`src/rtl/bp_pkg.sv`:
```
// Branch-predictor shared types: 2-bit counters and BHT FSM states.
// Also used by the BTB for its taken input.
package bp_pkg;

   typedef logic [1:0] ctr2_t;

   localparam ctr2_t CTR_SNT = 2'b00;
   localparam ctr2_t CTR_WNT = 2'b01;
   localparam ctr2_t CTR_WT  = 2'b10;
   localparam ctr2_t CTR_ST  = 2'b11;

   typedef enum logic {
      ST_INIT = 1'b0,
      ST_RUN  = 1'b1
   } bht_state_t;

endpackage

```
`src/rtl/sat_ctr2.sv`:
```
// 2-bit saturating counter next-value logic.
// Shared by the table update path and the same-cycle bypass.
module sat_ctr2
   import bp_pkg::*;
(
   input  logic [1:0] ctr_i,
   input  logic       taken_i,
   output logic [1:0] ctr_o
);

   // Step toward the outcome, holding at either rail.
   always_comb begin
      ctr_o = ctr_i;
      if (taken_i) begin
         if (ctr_i != CTR_ST) ctr_o = ctr_i + 2'd1;
      end else begin
         if (ctr_i != CTR_SNT) ctr_o = ctr_i - 2'd1;
      end
   end

endmodule

```
`src/rtl/branch_history_table.sv`:
```
// 2-bit counter branch direction predictor with init sweep and bypass.
// Define BHT_GSHARE_EN for a gshare index; otherwise bimodal.
module branch_history_table
   import bp_pkg::*;
#(
   parameter int NUM_ENTRIES = 64,
   parameter int INDEX_BITS  = $clog2(NUM_ENTRIES),
   parameter int HIST_BITS   = 6
) (
   input  logic                  clk,
   input  logic                  rst,
   input  logic                  clr,
   input  logic [31:0]           pc,
   output logic [1:0]            taken,
   output logic [INDEX_BITS-1:0] pred_idx,
   output logic                  ready,
   input  logic                  upd_valid,
   input  logic [INDEX_BITS-1:0] upd_idx,
   input  logic                  upd_taken
);

   if (HIST_BITS > INDEX_BITS || HIST_BITS < 2) begin : g_bad_hist
      $error("HIST_BITS must be in 2..INDEX_BITS");
   end

   localparam logic [INDEX_BITS-1:0] LAST = INDEX_BITS'(NUM_ENTRIES - 1);

   bht_state_t            state_q, state_d;
   logic [INDEX_BITS-1:0] init_ptr_q, init_ptr_d;
   ctr2_t                 tbl_q [NUM_ENTRIES];

   logic                  init_we;
   logic                  upd_acc;
   ctr2_t                 upd_cur;
   ctr2_t                 upd_nxt;
   logic [INDEX_BITS-1:0] pc_idx;
   logic                  unused_pc;

   assign pc_idx    = pc[INDEX_BITS+1:2];
   assign unused_pc = ^{pc[31:INDEX_BITS+2], pc[1:0]};

`ifdef BHT_GSHARE_EN
   logic [HIST_BITS-1:0]  ghr_q, ghr_d;
   logic [INDEX_BITS-1:0] ghr_ext;

   // Zero-extend history up to the index width.
   always_comb begin
      ghr_ext                = '0;
      ghr_ext[HIST_BITS-1:0] = ghr_q;
   end

   assign pred_idx = pc_idx ^ ghr_ext;

   // Non-speculative history: shift in each accepted outcome.
   always_comb begin
      ghr_d = ghr_q;
      if (state_q == ST_RUN && clr) begin
         ghr_d = '0;
      end else if (upd_acc) begin
         ghr_d = {ghr_q[HIST_BITS-2:0], upd_taken};
      end
   end

   // History register.
   always_ff @(posedge clk or negedge rst) begin
      if (!rst) ghr_q <= '0;
      else      ghr_q <= ghr_d;
   end
`else
   assign pred_idx = pc_idx;
`endif

   // FSM next state: sweep in INIT, accept updates in RUN.
   always_comb begin
      state_d    = state_q;
      init_ptr_d = init_ptr_q;
      init_we    = 1'b0;
      upd_acc    = 1'b0;
      unique case (state_q)
         ST_INIT: begin
            init_we    = 1'b1;
            init_ptr_d = init_ptr_q + 1'b1;
            if (init_ptr_q == LAST) begin
               state_d    = ST_RUN;
               init_ptr_d = '0;
            end
         end
         ST_RUN: begin
            if (clr) begin
               state_d    = ST_INIT;
               init_ptr_d = '0;
            end else begin
               upd_acc = upd_valid;
            end
         end
      endcase
   end

   // FSM state and sweep pointer.
   always_ff @(posedge clk or negedge rst) begin
      if (!rst) begin
         state_q    <= ST_INIT;
         init_ptr_q <= '0;
      end else begin
         state_q    <= state_d;
         init_ptr_q <= init_ptr_d;
      end
   end

   assign upd_cur = tbl_q[upd_idx];

   sat_ctr2 u_sat (
      .ctr_i   (upd_cur),
      .taken_i (upd_taken),
      .ctr_o   (upd_nxt)
   );

   // Counter table: no reset, written by sweep or accepted update.
   always_ff @(posedge clk) begin
      if (init_we) begin
         tbl_q[init_ptr_q] <= CTR_WNT;
      end else if (upd_acc) begin
         tbl_q[upd_idx] <= upd_nxt;
      end
   end

   // Lookup with same-cycle bypass of an accepted update.
   always_comb begin
      taken = CTR_SNT;
      if (state_q == ST_RUN) begin
         if (upd_acc && upd_idx == pred_idx) taken = upd_nxt;
         else                                 taken = tbl_q[pred_idx];
      end
   end

   assign ready = (state_q == ST_RUN);

endmodule

```
`config.mk`:
```
export PLATFORM = sky130hd
export DESIGN_NAME = branch_history_table
export DESIGN_NICKNAME = d
export VERILOG_FILES = /design/src/rtl/bp_pkg.sv /design/src/rtl/sat_ctr2.sv /design/src/rtl/branch_history_table.sv
export SDC_FILE = /design/constraint.sdc
export NUM_CORES = 1
export LEC_CHECK = 0
export CAP_MARGIN = 20
export CORE_ASPECT_RATIO = 0.5
export CORE_MARGIN = 3
export CORE_UTILIZATION = 55
export CTS_BUF_LIST = sky130_fd_sc_hd__clkbuf_4
export DETAILED_ROUTE_END_ITERATION = 16
export PLACE_DENSITY = 0.83
export SLEW_MARGIN = 20
export SYNTH_ARGS = -nofsm -noshare
export SYNTH_HDL_FRONTEND = slang
export SYNTH_HIERARCHICAL = 1
export SYNTH_SLANG_ARGS = --single-unit
```
`constraint.sdc`:
```
create_clock -name clk -period 4.7 [get_ports clk]
set_input_delay 1.175 -clock clk [delete_from_list [all_inputs] [get_ports clk]]
set_output_delay 1.175 -clock clk [all_outputs]
set_load 0.02 [all_outputs]
```
==> results.json <==
{
  "dp_hpwl_um": 13200,
  "violations": "setup timing",
  "syn-cell-area_um2": 7110,
  "cts_tree": "done",
  "synthCells": 492,
  "dp_slack_ps": -613,
  "crit_type": "in -> out",
  "ys_seq_area_share_pct": 56.5,
  "status": "finished, violations left",
  "required_ps": 3520,
  "cts_hold_buf": 0,
  "fmaxAchievable_mhz": 213,
  "wl_um": 19000,
  "rows": 28,
  "grt_max_degree": 65,
  "portBuffers": 25,
  "grt-ovfl-total": 0,
  "ys_ff_latch": 135,
  "power_density_nw_per_um2": 369,
  "num_antenna_cells": 0,
  "setup_violations": 1,
  "drt_iter0_drc": 813,
  "grt_pass1_vias": 4868,
  "synth.distinct_cells": 44,
  "synth_largest_area_cell": "edfxtp_1",
  "dr.pass1.iters": 5,
  "switching_share_pct": 35.2,
  "synth.top_cell.area_share_pct": 54.1,
  "multi_input_area_um2": 2880,
  "coreArea_um2": 12200,
  "route.antenna.remaining_nets": 0,
  "detail_route.wl_per_cell_um": 26.0,
  "clock_sinks": 135,
  "die_width_um": 167,
  "clkPwrFrac_pct": 25.4,
  "critPathCaptureType": "output port",
  "antenna_found_initial": 1,
  "synth_ff_type": "edfxtp_1",
  "final.setup_skew_ps": 18.2,
  "arrival_ps": 3530,
  "num_io_pins": 52,
  "gp_congestion": 0.912,
  "min_period_over_period_pct": 100,
  "fin_nets": 598,
  "timing_hold_violations_final": 0,
  "drv_cap": 0,
  "htreeDepth": 4,
  "synth_common_cells": "128 x edfxtp_1, 68 x nor2_1, 61 x mux4_2",
  "slew_headroom_pct": 55.1,
  "synth_area_leaders": "edfxtp_1 54%, mux4_2 19%, mux2i_1 4.4%",
  "combPwrFrac_pct": 25.6,
  "fill_cells": 808,
  "worst_pin_slew_ps": 672,
  "area_growth_pct": 15.5,
  "drc_errors": 0,
  "p_int_mw": 1.96,
  "slew_viol_final": 0,
  "dieArea_um2": 14400,
  "grt_pass1_wl_um": 29000,
  "min_path_type": "reg -> reg",
  "instances_no_fill": 732,
  "min_period_ps": 4700,
  "cts_max_path_buffers": 2,
  "path_clk_slew_ps": 130,
  "fin_util_pct": 67.3,
  "p_switching_mw": 1.06,
  "root_buffer": "clkbuf_4",
  "seqPwrFrac_pct": 49.0,
  "area.sequential_um2": 4020,
  "fin_ws_ps": -1.07,
  "viasPerCell": 6.84,
  "avgSynthCellArea_um2": 14.4,
  "cts_buffers": 17,
  "yosysWarnings": 6,
  "start_util_pct": 58.3,
  "holdPathStages": 1,
  "synthArstFlopShare_pct": 5.19,
  "ir_drop_mv": 0.215,
  "synth_most_common_cell": "edfxtp_1",
  "cp-start-kind": "input port",
  "synth_edf_count": 128,
  "drive_above_1_share_pct": 29.1,
  "clk_latency_ps": 550,
  "power.leakage_nw": 2.73,
  "ff2ff_path_depth": 10,
  "via_count": 5009,
  "die_height_um": 86.4,
  "cp_max_fo": 20,
  "syn_nets": 536,
  "placedCellCount": 692,
  "track_usage_pct": 27.4
}
[cell type report]
type                            instances  area share (%)
Inverter                               10           0.457
Tap cell                              165            2.52
Clock buffer                           17            1.56
Timing Repair Buffer                   78            9.56
Sequential cell                       135            49.0
Multi-Input combinational cell        312            35.1
Clock inverter                         15            1.88
[layout by cell type, fill, tap and decap left out, types with 5 or more instances in the layout]
cell type,count
nand3_1,14
inv_6,6
nor2_1,68
buf_6,5
o31ai_1,5
mux4_2,61
clkbuf_4,17
nand2_1,40
inv_1,9
dfrtp_1,7
a22oi_1,9
nand4_1,5
edfxtp_1,128
nor2b_1,10
mux2i_1,30
a21oi_1,5
buf_12,9
clkdlybuf4s50_1,19
o21ai_0,8
buf_4,41
xor2_1,5
[power by group through the flow]
stage	Clock (mW)	Combinational, mW	Sequential, mW
floorplan	0	0.477	1.46
global placement	0	0.702	1.50
detailed placement	0	0.727	1.50
CTS	0.776	0.735	1.48
global route	0.836	0.819	1.49
finish	0.769	0.774	1.48
[cells by family (layout without fill, tap and decap cells)]
group | count (synthesis) | after routing | synth area share [%]
fa+ha+maj | 3 | 3 | 0.493
simple gates | 156 | 156 | 9.74
mux | 94 | 94 | 24.0
buf+inv | 45 | 120 | 3.36
compound gates | 51 | 51 | 4.86
xor+xnor | 8 | 8 | 0.986
flops | 135 | 135 | 56.5
[flip-flops by register name, summed over array words and instances (netlist names)]
name        flops
init_ptr_q      6
tbl_q         128
ready           1
[routing by layer]
layer	share of wire, %	GRT usage [%]	up-vias
met5	0	0	-
met4	3.5	10.0	0
met3	14	8.52	61
met2	46	42.9	396
met1	36	37.0	2497
li1	-	-	2055
[stage by stage]
stage / setup TNS [ps] / cell area, um^2 / power (mW) / hold slack, ps
6_report: -1.07 / 8210 / 3.03 / 613
5_1_grt: -14.0 / 8210 / 3.14 / 652
4_1_cts: 0 / 8100 / 2.99 / 606
3_5_place_dp: -1170 / 7780 / 2.23 / 583
3_3_place_gp: -1040 / 7780 / 2.20 / 555
2_1_floorplan: 0 / 7110 / 1.94 / 519
[path summary, 6_finish.rpt]
path                          startpoint             to  slack (ps)
min in group asynchronous            rst  init_ptr_q[4]         860
min                        init_ptr_q[0]  init_ptr_q[0]         610
max                           upd_idx[1]       taken[1]          -1
max in group asynchronous            rst  init_ptr_q[0]        3610
min reg2reg                init_ptr_q[0]  init_ptr_q[0]         610
max reg2reg                 tbl_q[55][1]   tbl_q[56][1]        1470
[critical path, stage by stage]
cell and delay (ps):
buf_4 300, buf_4 250, mux4_2 350, mux4_2 530, mux2i_2 200, o21ai_2 100, maj3_2 330, nand2_2 70
a21oi_2 50, buf_4 160
[repair_timing]
action                     in CTS  in global routing
buffers inserted                2                  5
gates cloned                    0                  1
resized for setup              18                 13
pin swaps                       0                  4
setup endpoints to repair       2                  2
Power figures use the tool's default switching activity.
